===== config.mk =====
export PLATFORM = sky130hd
export DESIGN_NAME = instr_fetch_unit
export DESIGN_NICKNAME = d
export VERILOG_FILES = /design/src/rtl/riscv_pkg.sv /design/src/rtl/pc_next_sel.sv /design/src/rtl/instr_fetch_unit.sv
export SDC_FILE = /design/constraint.sdc
export NUM_CORES = 1
export LEC_CHECK = 0
export ABC_AREA = 1
export BUFFER_PORTS_ARGS = -buffer_cell sky130_fd_sc_hd__buf_2
export CORE_MARGIN = 4
export CORE_UTILIZATION = 35
export CTS_CLUSTER_DIAMETER = 120
export CTS_CLUSTER_SIZE = 40
export DETAILED_ROUTE_END_ITERATION = 6
export HOLD_SLACK_MARGIN = 0.1
export PLACE_DENSITY = 0.67
export SLEW_MARGIN = 5
export SYNTH_ARGS = -nofsm -noshare
export SYNTH_HDL_FRONTEND = slang
export SYNTH_HIERARCHICAL = 1
export SYNTH_SLANG_ARGS = --single-unit

===== constraint.sdc =====
create_clock -name clk -period 3.9 [get_ports clk]
set_input_delay 0.585 -clock clk [delete_from_list [all_inputs] [get_ports clk]]
set_output_delay 0.585 -clock clk [all_outputs]
set_load 0.05 [all_outputs]

===== src/rtl/riscv_pkg.sv =====
// -----------------------------------------------------------------------------
// riscv_pkg
// Shared definitions for the instruction fetch slice:
//   - next-PC select encodings driven by the control unit (srcPC)
//   - fetch FSM state enumeration
//   - canonical NOP instruction (addi x0, x0, 0) loaded into inst on reset
// -----------------------------------------------------------------------------
package riscv_pkg;

    localparam logic [1:0] PC_SEQ  = 2'b00;   // pc + 4
    localparam logic [1:0] PC_BR   = 2'b01;   // br_target if take_branch, else pc + 4
    localparam logic [1:0] PC_JALR = 2'b10;   // jalr_target with bit 0 cleared
    localparam logic [1:0] PC_TRAP = 2'b11;   // trap vector (ecall / fence)

    localparam logic [31:0] NOP_INST = 32'h0000_0013;

    typedef enum logic [2:0] {
        ST_IDLE  = 3'd0,
        ST_REQ   = 3'd1,
        ST_WAIT  = 3'd2,
        ST_VALID = 3'd3,
        ST_HALT  = 3'd4
    } fetch_state_e;

endpackage


===== src/rtl/pc_next_sel.sv =====
// -----------------------------------------------------------------------------
// pc_next_sel
// Purely combinational next-PC selector.
// Ports:
//   pc_i          current instruction address
//   src_pc_i      next-PC select (PC_SEQ / PC_BR / PC_JALR / PC_TRAP)
//   take_branch_i branch condition true (only meaningful for PC_BR)
//   br_target_i   pc + imm target for branches and jal
//   jalr_target_i ALU result for jalr
//   next_pc_o     raw selected next PC (alignment handled by the caller)
//   pc_plus4_o    pc_i + 4, modulo 2^32
// -----------------------------------------------------------------------------
module pc_next_sel
    import riscv_pkg::*;
#(
    parameter logic [31:0] TRAP_VEC = 32'h0000_0004
) (
    input  logic [31:0] pc_i,
    input  logic [1:0]  src_pc_i,
    input  logic        take_branch_i,
    input  logic [31:0] br_target_i,
    input  logic [31:0] jalr_target_i,
    output logic [31:0] next_pc_o,
    output logic [31:0] pc_plus4_o
);

    always_comb begin
        pc_plus4_o = pc_i + 32'd4;
        next_pc_o  = pc_plus4_o;
        case (src_pc_i)
            PC_SEQ:  next_pc_o = pc_plus4_o;
            PC_BR:   next_pc_o = take_branch_i ? br_target_i : pc_plus4_o;
            // jalr clears the LSB of the computed target
            PC_JALR: next_pc_o = jalr_target_i & 32'hFFFF_FFFE;
            default: next_pc_o = TRAP_VEC;
        endcase
    end

endmodule


===== src/rtl/instr_fetch_unit.sv =====
// -----------------------------------------------------------------------------
// instr_fetch_unit
// Non-pipelined instruction fetch: requests one word, waits for it, holds it
// for the core until accepted, then fetches from the selected next PC.
// Optional feature macro: FETCH_MISALIGN_CHK_EN
//   defined   : a misaligned next PC is not fetched; the unit halts and raises
//               the sticky fetch_misalign output
//   undefined : next PC bits [1:0] are forced to zero, no fetch_misalign port
// Ports:
//   clk, rst                       clock, asynchronous active-high reset
//   imem_req/imem_addr/imem_gnt    request channel to instruction memory
//   imem_rvalid/imem_rdata         response channel from instruction memory
//   inst_valid/inst_ready          handshake with the core
//   inst, pc, pc_plus4             held instruction, its address, address + 4
//   srcPC, pcload, take_branch     control unit next-PC controls (sampled on accept)
//   br_target, jalr_target         next-PC candidates
//   halted                         fetch stopped until reset
// -----------------------------------------------------------------------------
module instr_fetch_unit
    import riscv_pkg::*;
#(
    parameter logic [31:0] RESET_PC = 32'h0000_0000,
    parameter logic [31:0] TRAP_VEC = 32'h0000_0004
) (
    input  logic        clk,
    input  logic        rst,
    output logic        imem_req,
    output logic [31:0] imem_addr,
    input  logic        imem_gnt,
    input  logic        imem_rvalid,
    input  logic [31:0] imem_rdata,
    output logic        inst_valid,
    input  logic        inst_ready,
    output logic [31:0] inst,
    output logic [31:0] pc,
    output logic [31:0] pc_plus4,
    input  logic [1:0]  srcPC,
    input  logic        pcload,
    input  logic        take_branch,
    input  logic [31:0] br_target,
    input  logic [31:0] jalr_target,
`ifdef FETCH_MISALIGN_CHK_EN
    output logic        fetch_misalign,
`endif
    output logic        halted
);

    fetch_state_e state_q, state_d;
    logic [31:0]  fetch_pc_q;
    logic [31:0]  pc_q;
    logic [31:0]  inst_q;
    logic [31:0]  next_pc_raw;
    logic [31:0]  next_pc_cand;
    logic         next_misaligned;
    logic         accept;

    pc_next_sel #(
        .TRAP_VEC (TRAP_VEC)
    ) u_pc_next_sel (
        .pc_i          (pc_q),
        .src_pc_i      (srcPC),
        .take_branch_i (take_branch),
        .br_target_i   (br_target),
        .jalr_target_i (jalr_target),
        .next_pc_o     (next_pc_raw),
        .pc_plus4_o    (pc_plus4)
    );

    assign accept = (state_q == ST_VALID) && inst_ready;

`ifdef FETCH_MISALIGN_CHK_EN
    logic misalign_q;
    assign next_misaligned = (next_pc_raw[1:0] != 2'b00);
    assign next_pc_cand    = next_pc_raw;
`else
    assign next_misaligned = 1'b0;
    assign next_pc_cand    = next_pc_raw & 32'hFFFF_FFFC;
`endif

    // State register
    always_ff @(posedge clk or posedge rst) begin
        if (rst) begin
            state_q <= ST_IDLE;
        end else begin
            state_q <= state_d;
        end
    end

    // Next-state logic
    always_comb begin
        state_d = state_q;
        case (state_q)
            ST_IDLE:  state_d = ST_REQ;
            ST_REQ:   if (imem_gnt)    state_d = ST_WAIT;
            // a response seen in any other state is simply dropped
            ST_WAIT:  if (imem_rvalid) state_d = ST_VALID;
            ST_VALID: begin
                if (inst_ready) begin
                    state_d = (!pcload || next_misaligned) ? ST_HALT : ST_REQ;
                end
            end
            ST_HALT:  state_d = ST_HALT;
            default:  state_d = ST_IDLE;
        endcase
    end

    // Output logic
    always_comb begin
        imem_req   = (state_q == ST_REQ);
        inst_valid = (state_q == ST_VALID);
        halted     = (state_q == ST_HALT);
        imem_addr  = fetch_pc_q;
        inst       = inst_q;
        pc         = pc_q;
    end

    // Datapath: fetch address, held instruction and its address
    always_ff @(posedge clk or posedge rst) begin
        if (rst) begin
            fetch_pc_q <= RESET_PC;
            pc_q       <= RESET_PC;
            inst_q     <= NOP_INST;
        end else begin
            if ((state_q == ST_WAIT) && imem_rvalid) begin
                inst_q <= imem_rdata;
                pc_q   <= fetch_pc_q;
            end
            // a halting accept (pcload=0) or a rejected target leaves fetch_pc alone
            if (accept && pcload && !next_misaligned) begin
                fetch_pc_q <= next_pc_cand;
            end
        end
    end

`ifdef FETCH_MISALIGN_CHK_EN
    always_ff @(posedge clk or posedge rst) begin
        if (rst) begin
            misalign_q <= 1'b0;
        end else if (accept && pcload && next_misaligned) begin
            misalign_q <= 1'b1;
        end
    end
    assign fetch_misalign = misalign_q;
`endif

endmodule

## Word-level counts from Yosys, hierarchy flattened

Cells that the tools add are included.

| cells by class | value |
|---|---|
| $add $sub $neg | 1 |
| eq/ne operators | 9 |
| mux-type cells | 7 |
| reductions and logical operators | 6 |

Operator list:

| operator | count |
|---|---|
| $pmux 32 s3 | 1 |
| $add 32x3->32 const B | 1 |
| $mux 32 | 1 |
| $pmux 3 s5 | 1 |
| $mux 3 | 4 |
| $eq 3x2->1 const B | 2 |
| $ne 2x1->1 const B | 2 |
| $eq 3x1->1 const B | 1 |
| $eq 3x3->1 const B | 1 |
| $logic_and 1x1->1 | 3 |
| $logic_not 3->1 | 1 |
| $reduce_and 3->1 | 1 |
| $eq 2x1->1 const B | 1 |
| $eq 2x2->1 const B | 1 |
| $logic_not 2->1 | 1 |
| $ne 2x2->1 const B | 1 |

| storage, ports and cells | value |
|---|---|
| flip-flop bits (word level) | 95 |
| bits of input ports | 105 |
| output and inout bits | 131 |

## Logic depth before layout (Yosys ltp)

Gate-level depths: netlist of the first run.

| logic depth | value |
|---|---|
| depth in word-level cells | 3 |
| gate-level depth with buffers | 12 |
| mapped depth without buffers | 12 |

## By module

The synthesis of the first run kept the hierarchy.

By module, submodules not included:

| module | instances | cells each | area each (sq um) |
|---|---|---|---|
| instr_fetch_unit | 1 | 428 | 3986.3 |
| pc_next_sel | 1 | 429 | 1973.1 |

## Worst setup path before layout of the first run

No wires, ideal clock.

| timing path | value |
|---|---|
| path type | register -> output |
| from | reg pc_q[2], in the netlist pc[2] |
| to | out pc_plus4[9] |
| arrival time | 2343 ps |
| setup slack | 972 ps |
| stages on the path, launching flop included | 5 |
| path buffers | 0 |
| cell sequence | dfrtp_1 inv_1 nor2_2 nand2_2 xnor2_1 |

| on the way | value |
|---|---|
| word-level cells in the longest chain between the ends | 1 |

Ends and longest elaborated chain:

| item | RTL line | text |
|---|---|---|
| start: declaration | instr_fetch_unit.sv:50 | `logic [31:0] pc_q;` |
| start signal: assignment | instr_fetch_unit.sv:126 | `pc_q <= fetch_pc_q;` |
| $add 32x3->32 | pc_next_sel.sv:28 | `pc_plus4_o = pc_i + 32'd4;` |
| end: declaration | instr_fetch_unit.sv:36 | `output logic [31:0] pc_plus4,` |

Every way passes these cells.

## Worst setup path after layout of the first run

| timing path | value |
|---|---|
| from | reg pc_q[2], in the netlist pc[2] |
| to | out pc_plus4[20] |

The elaborated chain is that of the path after synthesis.

==> results of run 1 <==
-- report_power, final --
part	internal [mW]	total, mW	switching, mW
combinational	0.851	3.86	3.01
clock	0.564	0.959	0.394
sequential	1.42	1.84	0.420
-- layout by cell type, fill, tap and decap left out, types with 2 or more instances in the layout --
cell,count
sky130_fd_sc_hd__a21oi_1,6
sky130_fd_sc_hd__o211ai_1,6
sky130_fd_sc_hd__nor2_1,64
sky130_fd_sc_hd__nand2_1,243
sky130_fd_sc_hd__nand4_1,7
sky130_fd_sc_hd__dfstp_2,3
sky130_fd_sc_hd__nor3_1,5
sky130_fd_sc_hd__xor2_1,3
sky130_fd_sc_hd__inv_2,4
sky130_fd_sc_hd__clkbuf_16,9
sky130_fd_sc_hd__nor2_2,10
sky130_fd_sc_hd__o21ai_1,80
sky130_fd_sc_hd__conb_1,6
sky130_fd_sc_hd__clkbuf_1,2
sky130_fd_sc_hd__bufinv_16,2
sky130_fd_sc_hd__o21ai_0,30
sky130_fd_sc_hd__o21bai_1,2
sky130_fd_sc_hd__nand2_2,5
sky130_fd_sc_hd__nand3_4,2
sky130_fd_sc_hd__dfrtp_1,92
sky130_fd_sc_hd__inv_1,144
sky130_fd_sc_hd__and2_1,8
sky130_fd_sc_hd__nand3_1,59
sky130_fd_sc_hd__buf_4,8
sky130_fd_sc_hd__o21ai_2,18
sky130_fd_sc_hd__clkinvlp_4,2
sky130_fd_sc_hd__nor2_4,7
sky130_fd_sc_hd__xnor2_1,4
sky130_fd_sc_hd__buf_2,225
-- per-layer routing --
layer / vias to the layer above / track usage / routed length [µm] / part of all wire
li1: 3043 / - / - / -
met1: 2675 / 0.251 / 8090 / 0.43
met2: 197 / 0.319 / 8720 / 0.47
met3: 26 / 0.0559 / 1510 / 0.081
met4: 8 / 0.0650 / 350 / 0.019
met5: - / 0 / 46 / 0.0025
-- stage by stage --
stage	hold slack [ps]	cell area [µm²]	instances	utilization	power (mW)
2_1_floorplan	582	5940	854	-	4.83
3_3_place_gp	461	7120	1268	0.430	5.70
3_5_place_dp	465	7120	1268	0.430	5.75
4_1_cts	292	7440	1284	0.449	6.73
5_1_grt	333	7440	1284	0.449	7.08
6_report	287	7440	1284	0.449	6.66
-- final cells by class --
cell class	instances	area share
sequential	95	0.320
inverter	149	0.0755
clock inverter	5	0.0113
clock buffer	11	0.0313
tap	220	0.0370
multi-input combinational	571	0.366
timing repair buffer	233	0.159
-- registers in the layout, summed over array words and instances, names as in the netlist --
register / flops
imem_addr: 30
state_q: 3
pc: 30
inst: 32
-- worst min path at each step --
| stage | cells past startpoint | startpoint | slack [ps] | end |
|---|---|---|---|---|
| after CTS | 2 | rst | 290 | inst[24] |
| after floorplan | 2 | inst[0] | 580 | inst[0] |
| after global placement | 2 | inst[4] | 460 | inst[4] |
| after detailed placement | 2 | inst[0] | 460 | inst[0] |
| final | 2 | rst | 290 | inst[22] |
| after global routing | 2 | rst | 330 | inst[22] |
-- worst reg2reg max path: stages, from the launching register on --
cell	delay (ps)
sky130_fd_sc_hd__dfrtp_1	470
sky130_fd_sc_hd__nor2_4	180
sky130_fd_sc_hd__nand3_4	530
sky130_fd_sc_hd__buf_4	550
sky130_fd_sc_hd__nand2_1	130
sky130_fd_sc_hd__o21ai_1	70
==> impl_metrics.prom, run 1 <==
# TYPE chip_impl_metric gauge
chip_impl_info{name="status",value="completed"} 1
chip_impl_metric{name="mean_instance_size_in_the_synthesized_netlist",unit="µm²"} 6.97
chip_impl_metric{name="detail_route.wl_per_cell",unit="µm"} 14.6
chip_impl_metric{name="p_per_area",unit="mW/mm²"} 895
chip_impl_metric{name="timing.critical_path.arrival",unit="ps"} 2260
chip_impl_metric{name="multiInputGateArea",unit="mm²"} 0.00272
chip_impl_metric{name="fin_nets",unit=""} 1165
chip_impl_metric{name="core_region_area",unit="mm²"} 0.0166
chip_impl_info{name="critical_r2r_capture",value="inst[26]"} 1
chip_impl_metric{name="dpl_worst_slack",unit="ps"} 1400
chip_impl_metric{name="timing_hold_violations_final",unit=""} 0
chip_impl_metric{name="ir_worst_vdd",unit="V"} 0.000432
chip_impl_metric{name="clk-insertion-delay-late",unit="ps"} 350
chip_impl_metric{name="cts_num_sinks",unit=""} 95
chip_impl_metric{name="die_y",unit="µm"} 138
chip_impl_metric{name="clk_path_buf_depth",unit=""} 2
chip_impl_info{name="crit_path_end_kind",value="output pin"} 1
chip_impl_metric{name="seq_area",unit="mm²"} 0.00238
chip_impl_metric{name="cp_slowest_stage_delay",unit="ps"} 470
chip_impl_metric{name="drcViolationCount",unit=""} 0
chip_impl_info{name="crit_path_start",value="pc[2]"} 1
chip_impl_metric{name="worstPathRequired",unit="ps"} 3310
chip_impl_metric{name="hpwl",unit="mm"} 14.1
chip_impl_metric{name="drt_iter0_markers",unit=""} 397
chip_impl_metric{name="drt_wl_total",unit="mm"} 18.7
chip_impl_info{name="clock_tree.root_cell",value="sky130_fd_sc_hd__clkbuf_16"} 1
chip_impl_info{name="critPathCapture",value="pc_plus4[20]"} 1
chip_impl_metric{name="worst_slew_margin_rel",unit=""} 0.456
chip_impl_metric{name="groute.usage.overall",unit=""} 0.196
chip_impl_info{name="crit_path_top_delay_cell",value="sky130_fd_sc_hd__dfrtp_1"} 1
chip_impl_metric{name="drive_gt1_frac",unit=""} 0.282
chip_impl_metric{name="std_cell_rows",unit=""} 47
chip_impl_metric{name="rr_worst_depth",unit=""} 5
chip_impl_metric{name="start_util",unit=""} 0.357
chip_impl_metric{name="first_global_vias",unit=""} 5674
chip_impl_metric{name="post-route-worst-setup-slack",unit="ps"} 1050
chip_impl_metric{name="critical_path_cell_count",unit=""} 7
chip_impl_info{name="cts_tree",value="built"} 1
chip_impl_metric{name="synthesis.area",unit="mm²"} 0.00592
chip_impl_metric{name="setup_viol",unit=""} 0
chip_impl_metric{name="worst_slew_pin_slew",unit="ps"} 816
chip_impl_metric{name="grt_pass1_wl",unit="mm"} 30.4
chip_impl_info{name="setup_repair_after_global_routing_missed_its_margin",value="false"} 1
chip_impl_metric{name="h-tree-depth",unit=""} 3
chip_impl_metric{name="fmaxAchievable",unit="MHz"} 351
chip_impl_metric{name="critical_path_peak_fanout",unit=""} 7
chip_impl_metric{name="globalRouteOverflowTotal",unit=""} 0
chip_impl_metric{name="antenna-diode-count",unit=""} 0
chip_impl_metric{name="ctsResizeCount",unit=""} 0
chip_impl_metric{name="io_pins",unit=""} 236
chip_impl_info{name="critical-path-top-delay-family",value="simple AND/OR/NAND/NOR gates"} 1
chip_impl_metric{name="drt-pass1-iter-count",unit=""} 5
chip_impl_metric{name="area.growth.synth_to_final",unit="%"} 25.7
chip_impl_metric{name="grt_antenna_before_repair",unit=""} 4
chip_impl_metric{name="static-leakage-power",unit="nW"} 4.02
chip_impl_metric{name="max_slew_violations",unit=""} 0
chip_impl_metric{name="finalWorstPathRequiredPeriod",unit="ps"} 2850
chip_impl_metric{name="cts.clk_slew.worst_paths",unit="ps"} 70
chip_impl_metric{name="filler_cell_count",unit=""} 1761
chip_impl_info{name="timing.hold.worst.class",value="primary input to async pin"} 1
chip_impl_metric{name="place_congestion",unit=""} 0.917
chip_impl_metric{name="grt_start_max_net_pins",unit=""} 63
chip_impl_metric{name="min_period_over_period",unit=""} 0.730
chip_impl_metric{name="via_per_inst",unit=""} 4.63
chip_impl_metric{name="totalNegativeSetupSlack",unit="ps"} 0
chip_impl_metric{name="cts_hold_repair.buffers",unit=""} 0
chip_impl_metric{name="ff2ff_setup_slack",unit="ps"} 1830
chip_impl_metric{name="path_buf_inv",unit=""} 1
chip_impl_metric{name="route.vias.total",unit=""} 5949
chip_impl_info{name="cp-start-kind",value="flop"} 1
chip_impl_metric{name="die-area",unit="mm²"} 0.0191
chip_impl_metric{name="maxCapViolations",unit=""} 0
chip_impl_info{name="criticalPathCategory",value="flop to output pin"} 1
chip_impl_metric{name="numCtsBuffers",unit=""} 9
chip_impl_info{name="cells_traversed_along_the_worst_timing_path",value="ha_1, nand3_1, nor2_1, nand2_1, o21ai_0, and2_1, buf_2"} 1
chip_impl_metric{name="numPortBuffers",unit=""} 225
chip_impl_metric{name="warning_count_from_the_yosys_run",unit=""} 6
chip_impl_metric{name="worst_clock_skew",unit="ps"} 12.4
chip_impl_metric{name="dieWidth",unit="µm"} 138
chip_impl_info{name="timing.rr.start",value="state_q[2]"} 1
chip_impl_metric{name="postcts_setup_bufs",unit=""} 0
chip_impl_metric{name="synthCells",unit=""} 849
chip_impl_metric{name="antenna_left",unit=""} 0
Note: power is estimated with default switching activity, not from simulation.
==> run 2, diff against run 1 <==
--- a/config.mk
+++ b/config.mk
@@ -13,7 +13,7 @@
 export CTS_CLUSTER_SIZE = 40
 export DETAILED_ROUTE_END_ITERATION = 6
 export HOLD_SLACK_MARGIN = 0.1
-export PLACE_DENSITY = 0.67
+export PLACE_DENSITY = 0.69
 export SLEW_MARGIN = 5
 export SYNTH_ARGS = -nofsm -noshare
 export SYNTH_HDL_FRONTEND = slang
==> constraint.sdc (replaced) <==
create_clock -name clk -period 2.6 [get_ports clk]
set_input_delay 0.39 -clock clk [delete_from_list [all_inputs] [get_ports clk]]
set_output_delay 0.39 -clock clk [all_outputs]
set_load 0.05 [all_outputs]
==> run 2 against run 1 <==
Against the previous run:
- critical path depth grew 1
- clock power grew 63%
- die area is the same
- largest power group unchanged
- register-to-register slack lost 1100 ps
- cell count grew 0.93%
- worst setup slack lost 940 ps
- sequential share of layout area shrank 0.84 points
==> impl_metrics.prom, run 2 (same netlist as run 1, synthesis figures left out) <==
# TYPE chip_impl_metric gauge
chip_impl_metric{name="area.growth.synth_to_final",unit="%"} 29.5
chip_impl_metric{name="start_util",unit=""} 0.357
chip_impl_metric{name="fin_nets",unit=""} 1177
chip_impl_metric{name="cts.clk_slew.worst_paths",unit="ps"} 70
chip_impl_metric{name="numPortBuffers",unit=""} 225
chip_impl_metric{name="path_buf_inv",unit=""} 1
chip_impl_metric{name="setup_viol",unit=""} 0
chip_impl_info{name="criticalPathCategory",value="flop to output pin"} 1
chip_impl_metric{name="met1_wire_length",unit="mm"} 7.85
chip_impl_metric{name="groute.usage.overall",unit=""} 0.197
chip_impl_metric{name="finalWorstPathRequiredPeriod",unit="ps"} 2490
chip_impl_metric{name="finalPower",unit="mW"} 10.2
chip_impl_metric{name="finalCoreUtilization",unit=""} 0.462
chip_impl_info{name="dr_top_layer",value="met5"} 1
chip_impl_metric{name="p_per_area",unit="mW/mm²"} 1330
chip_impl_metric{name="static-leakage-power",unit="nW"} 4.12
chip_impl_metric{name="detail_route.wl_per_cell",unit="µm"} 14.7
chip_impl_metric{name="globalRouteOverflowTotal",unit=""} 0
chip_impl_info{name="crit_path_top_delay_cell",value="sky130_fd_sc_hd__dfrtp_1"} 1
chip_impl_metric{name="routed-wl-met3",unit="mm"} 1.62
chip_impl_metric{name="drive_gt1_frac",unit=""} 0.302
chip_impl_info{name="cp-start-kind",value="flop"} 1
chip_impl_metric{name="antenna-diode-count",unit=""} 0
chip_impl_metric{name="io_pins",unit=""} 236
chip_impl_metric{name="die-area",unit="mm²"} 0.0191
chip_impl_metric{name="std_cell_rows",unit=""} 47
chip_impl_metric{name="worst_slew_pin_slew",unit="ps"} 716
chip_impl_info{name="critical-path-top-delay-family",value="simple AND/OR/NAND/NOR gates"} 1
chip_impl_metric{name="largest_reg_flops",unit=""} 32
chip_impl_metric{name="cp_slowest_stage_delay",unit="ps"} 430
chip_impl_metric{name="maxCapViolations",unit=""} 0
chip_impl_info{name="status",value="completed"} 1
chip_impl_metric{name="ir_worst_vdd",unit="V"} 0.000736
chip_impl_metric{name="clk-insertion-delay-late",unit="ps"} 350
chip_impl_metric{name="drcViolationCount",unit=""} 0
chip_impl_metric{name="worst_clock_skew",unit="ps"} 6.84
chip_impl_metric{name="timing_hold_violations_final",unit=""} 0
chip_impl_metric{name="hpwl",unit="mm"} 14.3
chip_impl_metric{name="min_period_over_period",unit=""} 0.956
chip_impl_metric{name="h-tree-depth",unit=""} 3
chip_impl_metric{name="grt_start_max_net_pins",unit=""} 61
chip_impl_info{name="top_cell_by_count_worst_path",value="sky130_fd_sc_hd__nor2_4"} 1
chip_impl_metric{name="die_y",unit="µm"} 138
chip_impl_metric{name="grt_antenna_before_repair",unit=""} 4
chip_impl_info{name="cells_traversed_along_the_worst_timing_path",value="ha_4, nand2_1, nor2_4, nand2_4, nor2_4, nand4_1, and2_1, buf_4"} 1
chip_impl_metric{name="drt-pass1-iter-count",unit=""} 5
chip_impl_info{name="clock_tree.root_cell",value="sky130_fd_sc_hd__clkbuf_16"} 1
chip_impl_metric{name="via_per_inst",unit=""} 4.65
chip_impl_metric{name="dpl_worst_slack",unit="ps"} 261
chip_impl_metric{name="cts_hold_repair.buffers",unit=""} 0
chip_impl_metric{name="clk_path_buf_depth",unit=""} 2
chip_impl_metric{name="core_region_area",unit="mm²"} 0.0166
chip_impl_metric{name="finish.instance_area",unit="mm²"} 0.00767
chip_impl_metric{name="detailroute.wirelength.met2",unit="mm"} 9.12
chip_impl_metric{name="route.vias.total",unit=""} 6021
chip_impl_metric{name="dieWidth",unit="µm"} 138
chip_impl_metric{name="place_congestion",unit=""} 0.917
chip_impl_metric{name="timing.critical_path.arrival",unit="ps"} 2100
chip_impl_metric{name="cts_num_sinks",unit=""} 95
chip_impl_metric{name="fmaxAchievable",unit="MHz"} 402
chip_impl_metric{name="totalNegativeSetupSlack",unit="ps"} 0
chip_impl_metric{name="antenna_left",unit=""} 0
chip_impl_metric{name="post-route-worst-setup-slack",unit="ps"} 114
chip_impl_metric{name="postPlaceCellArea",unit="mm²"} 0.00722
chip_impl_metric{name="first_global_vias",unit=""} 5654
chip_impl_metric{name="placed_instances",unit=""} 1272
chip_impl_info{name="layout_common_cells",value="sky130_fd_sc_hd__nand2_1 (243), sky130_fd_sc_hd__buf_2 (222), sky130_fd_sc_hd__inv_1 (144), sky130_fd_sc_hd__dfrtp_1 (86), sky130_fd_sc_hd__o21ai_1 (81)"} 1
chip_impl_metric{name="grt_pass1_wl",unit="mm"} 30.2
chip_impl_info{name="timing.hold.worst.class",value="primary input to async pin"} 1
chip_impl_metric{name="drt_wl_total",unit="mm"} 19.0
chip_impl_metric{name="worstPathRequired",unit="ps"} 2210
chip_impl_info{name="crit_path_end_kind",value="output pin"} 1
chip_impl_metric{name="hold-worst-slack",unit="ps"} 106
chip_impl_metric{name="critical_path_peak_fanout",unit=""} 8
chip_impl_info{name="layout.cells.most_common",value="sky130_fd_sc_hd__nand2_1"} 1
chip_impl_metric{name="max_slew_violations",unit=""} 0
chip_impl_info{name="cts_tree",value="built"} 1
chip_impl_metric{name="instances_no_fill",unit=""} 1296
chip_impl_metric{name="drt_iter0_markers",unit=""} 364
chip_impl_metric{name="numCtsBuffers",unit=""} 9
chip_impl_metric{name="worst_slew_margin_rel",unit=""} 0.522
[run 2: changes by cell type in the layout (fill, tap and decap cells not counted), moves of 2 or more]
cell | before | now
sky130_fd_sc_hd__buf_2 | 225 | 222
sky130_fd_sc_hd__clkbuf_1 | 2 | 0
sky130_fd_sc_hd__dfrtp_2 | 0 | 6
sky130_fd_sc_hd__dfrtp_1 | 92 | 86
sky130_fd_sc_hd__nor2_2 | 10 | 8
sky130_fd_sc_hd__xnor2_1 | 4 | 1
sky130_fd_sc_hd__buf_4 | 8 | 19
sky130_fd_sc_hd__nor2_4 | 7 | 10
sky130_fd_sc_hd__xnor2_2 | 0 | 3
sky130_fd_sc_hd__buf_12 | 0 | 3
[run 2: cell type report]
type	count	area, µm²
Inverter	149	563
Multi-Input combinational cell	571	2770
Timing Repair Buffer	245	1320
Sequential cell	95	2390
Tap cell	220	275
Fill cell	1749	8920
Clock buffer	9	225
Clock inverter	7	120
[run 2: final timing paths]
path                               start            end  slack [ps]  cells after the start
setup / recovery                   pc[3]   pc_plus4[20]         110                      8
hold / removal                       rst       inst[12]         110                      3
setup reg to reg                   pc[3]  imem_addr[12]         770                     12
hold reg to reg                  inst[1]        inst[1]         470                      2
max in group asynchronous            rst         pc[17]        2140                      3
min in group clk           imem_rdata[1]        inst[1]         240                      3
[run 2: repair_timing]
| item | in CTS | in global routing |
|---|---|---|
| pin swaps | 0 | 5 |
| endpoints found under the setup margin | 2 | 11 |
| setup buffers | 0 | 8 |
| hold endpoints to repair | 0 | 0 |
| gates resized for setup | 4 | 12 |
[run 2: where the power goes]
| part | total [mW] | switching [mW] | internal [mW] |
|---|---|---|---|
| sequential | 2.78 | 0.643 | 2.14 |
| clock | 1.56 | 0.614 | 0.944 |
| combinational | 5.89 | 4.55 | 1.34 |
[run 2: layer usage]
| metal | up-vias | track usage |
|---|---|---|
| li1 | 3062 | - |
| met1 | 2674 | 0.247 |
| met2 | 234 | 0.326 |
| met3 | 43 | 0.0573 |
| met4 | 8 | 0.0686 |
| met5 | - | 0 |
[run 2: worst register-to-register path, delay by kind of cell (launching register included)]
kind,cells,cell delay [ps]
DFF,1,430
AOI/OAI and AO/OA,2,170
buffers and inverters,2,110
adders and majority gates,1,170
and+or+nand+nor,7,820
==> run 3, diff against run 2 <==
--- a/config.mk
+++ b/config.mk
@@ -14,6 +14,7 @@
 export DETAILED_ROUTE_END_ITERATION = 6
 export HOLD_SLACK_MARGIN = 0.1
 export PLACE_DENSITY = 0.69
+export RECOVER_POWER = 100
 export SLEW_MARGIN = 5
 export SYNTH_ARGS = -nofsm -noshare
 export SYNTH_HDL_FRONTEND = slang
==> run 3 against run 2 <==
Against the previous run:
- worst setup slack improved by 1.5 ps
- critical path type unchanged
- design area down 3.3%
- non-clock buffer count did not move
- the flow now finishes with violations (capacitance limit, slew limit)
==> impl_metrics.prom, run 3 (same netlist as run 1, synthesis figures left out) <==
# TYPE chip_impl_metric gauge
chip_impl_metric{name="groute.usage.overall",unit=""} 0.197
chip_impl_metric{name="ir_worst_vdd",unit="V"} 0.000695
chip_impl_metric{name="globalRouteOverflowTotal",unit=""} 0
chip_impl_metric{name="critical_path_peak_fanout",unit=""} 7
chip_impl_metric{name="io_pins",unit=""} 236
chip_impl_metric{name="cp_slowest_stage_delay",unit="ps"} 470
chip_impl_metric{name="drt-pass1-iter-count",unit=""} 5
chip_impl_metric{name="area.growth.synth_to_final",unit="%"} 25.2
chip_impl_metric{name="numPortBuffers",unit=""} 225
chip_impl_metric{name="worstPathRequired",unit="ps"} 2210
chip_impl_metric{name="start_util",unit=""} 0.357
chip_impl_metric{name="clk_path_buf_depth",unit=""} 2
chip_impl_metric{name="numCtsBuffers",unit=""} 9
chip_impl_metric{name="worst_slew_pin_slew",unit="ps"} 1980
chip_impl_metric{name="antenna-diode-count",unit=""} 0
chip_impl_metric{name="via_per_inst",unit=""} 4.66
chip_impl_metric{name="drcViolationCount",unit=""} 0
chip_impl_metric{name="min_period_over_period",unit=""} 0.956
chip_impl_info{name="crit_path_end_kind",value="output pin"} 1
chip_impl_metric{name="met1_wire_length",unit="mm"} 7.90
chip_impl_metric{name="core_region_area",unit="mm²"} 0.0166
chip_impl_metric{name="dpl_worst_slack",unit="ps"} 261
chip_impl_metric{name="placed_instances",unit=""} 1272
chip_impl_metric{name="post-route-worst-setup-slack",unit="ps"} 116
chip_impl_metric{name="grt_antenna_before_repair",unit=""} 4
chip_impl_info{name="dr_top_layer",value="met5"} 1
chip_impl_info{name="violations",value="capacitance limit, slew limit"} 1
chip_impl_metric{name="static-leakage-power",unit="nW"} 3.72
chip_impl_metric{name="timing_hold_violations_final",unit=""} 0
chip_impl_metric{name="h-tree-depth",unit=""} 3
chip_impl_info{name="layout.cells.most_common",value="sky130_fd_sc_hd__nand2_1"} 1
chip_impl_info{name="crit_path_top_delay_cell",value="sky130_fd_sc_hd__dfrtp_1"} 1
chip_impl_metric{name="dieWidth",unit="µm"} 138
chip_impl_info{name="cp-start-kind",value="flop"} 1
chip_impl_info{name="criticalPathCategory",value="flop to output pin"} 1
chip_impl_metric{name="route.vias.total",unit=""} 6037
chip_impl_info{name="status",value="complete, but fails checks"} 1
chip_impl_metric{name="filler_cell_count",unit=""} 1822
chip_impl_metric{name="antenna_left",unit=""} 0
chip_impl_metric{name="fmaxAchievable",unit="MHz"} 403
chip_impl_info{name="cts_tree",value="built"} 1
chip_impl_metric{name="drt_iter0_markers",unit=""} 370
chip_impl_metric{name="max_slew_violations",unit=""} 97
chip_impl_metric{name="setup_viol",unit=""} 0
chip_impl_metric{name="worst_clock_skew",unit="ps"} 6.22
chip_impl_info{name="clock_tree.root_cell",value="sky130_fd_sc_hd__clkbuf_16"} 1
chip_impl_metric{name="instances_no_fill",unit=""} 1296
chip_impl_metric{name="finalCoreUtilization",unit=""} 0.447
chip_impl_metric{name="grt_pass1_wl",unit="mm"} 30.2
chip_impl_info{name="layout_common_cells",value="sky130_fd_sc_hd__nand2_1 (244), sky130_fd_sc_hd__inv_1 (144), sky130_fd_sc_hd__o21ai_0 (112), sky130_fd_sc_hd__buf_2 (111), sky130_fd_sc_hd__clkbuf_1 (99)"} 1
chip_impl_metric{name="hpwl",unit="mm"} 14.3
chip_impl_metric{name="detailroute.wirelength.met2",unit="mm"} 9.12
chip_impl_metric{name="drive_gt1_frac",unit=""} 0.192
chip_impl_metric{name="grt_start_max_net_pins",unit=""} 61
chip_impl_metric{name="cts_num_sinks",unit=""} 95
chip_impl_metric{name="p_per_area",unit="mW/mm²"} 1330
chip_impl_metric{name="clk-insertion-delay-late",unit="ps"} 350
chip_impl_metric{name="first_global_vias",unit=""} 5654
chip_impl_metric{name="cts.clk_slew.worst_paths",unit="ps"} 70
chip_impl_info{name="timing.hold.worst.class",value="primary input to flop"} 1
chip_impl_info{name="top_cell_by_count_worst_path",value="sky130_fd_sc_hd__nand2_1"} 1
chip_impl_metric{name="timing.critical_path.arrival",unit="ps"} 2090
chip_impl_metric{name="routed-wl-met3",unit="mm"} 1.62
chip_impl_metric{name="place_congestion",unit=""} 0.917
chip_impl_metric{name="std_cell_rows",unit=""} 47
chip_impl_metric{name="finalWorstPathRequiredPeriod",unit="ps"} 2480
chip_impl_metric{name="worst_slew_margin_rel",unit=""} -0.322
chip_impl_metric{name="fin_nets",unit=""} 1177
chip_impl_metric{name="drt_wl_total",unit="mm"} 19.1
chip_impl_metric{name="detail_route.wl_per_cell",unit="µm"} 14.7
chip_impl_metric{name="maxCapViolations",unit=""} 2
chip_impl_metric{name="largest_reg_flops",unit=""} 32
chip_impl_metric{name="die_y",unit="µm"} 138
chip_impl_info{name="cells_traversed_along_the_worst_timing_path",value="nand2_1, nor2_2, nand2_2, nor2_4, nand3_1, nand2_1, and2_1, buf_2"} 1
chip_impl_metric{name="die-area",unit="mm²"} 0.0191
-- run 3: report_power, final --
group	total (mW)	leakage [nW]	internal [mW]	switching, mW
Combinational	5.52	2.33	1.06	4.46
Sequential	2.79	1.22	2.14	0.649
Clock	1.55	0.166	0.944	0.609
Total	9.86	3.72	4.14	5.72
-- run 3: repair_timing --
action                                 in CTS  in global routing
pin swaps                                   0                  5
gates resized for setup                     4                 12
setup endpoints to repair                   2                 11
setup buffers                               0                  8
hold buffers                                0                  0
endpoints found under the hold margin       0                  0
-- run 3: path summary, 6_finish.rpt --
| check | startpoint | endpoint | slack [ps] | depth (start not counted) |
|---|---|---|---|---|
| setup / recovery | pc[4] | pc_plus4[19] | 120 | 8 |
| hold / removal | imem_rdata[1] | inst[1] | 240 | 3 |
| setup reg to reg | state_q[2] | pc[13] | 340 | 5 |
| hold reg to reg | inst[1] | inst[1] | 480 | 2 |
| max in group asynchronous | rst | pc[23] | 530 | 3 |
| min in group asynchronous | rst | state_q[0] | 600 | 3 |
-- run 3: cell type report --
class	count	area, µm²	share of cell area
multi-input cells	571	2690	0.363
flip-flops and latches	95	2390	0.322
repair buffers	245	1160	0.156
inverters	149	561	0.0756
well taps	220	275	0.0371
clock buffers	9	225	0.0304
clock inverters	7	120	0.0162
-- run 3: layer usage --
layer / vias to the layer above / global-route usage
li1: 3062 / -
met1: 2699 / 0.247
met2: 232 / 0.326
met3: 36 / 0.0573
met4: 8 / 0.0686
met5: - / 0
-- run 3: through the flow --
stage | instance area (µm²) | hold WS (ps) | TNS [ps] | power, mW
4_1_cts | 7570 | 105 | 0 | 10.3
6_report | 7410 | 239 | 0 | 9.86
5_1_grt | 7410 | 242 | -13.8 | 10.5
3_3_place_gp | 7220 | 459 | 0 | 8.59
3_5_place_dp | 7220 | 468 | 0 | 8.68
2_1_floorplan | 5960 | 489 | 0 | 7.26
-- run 3: worst max-delay path: cells and delay by family, from the launching register on --
| family | cells | cell delay (ps) |
|---|---|---|
| buffers and inverters | 1 | 260 |
| and+or+nand+nor | 7 | 1000 |
| DFF | 1 | 470 |
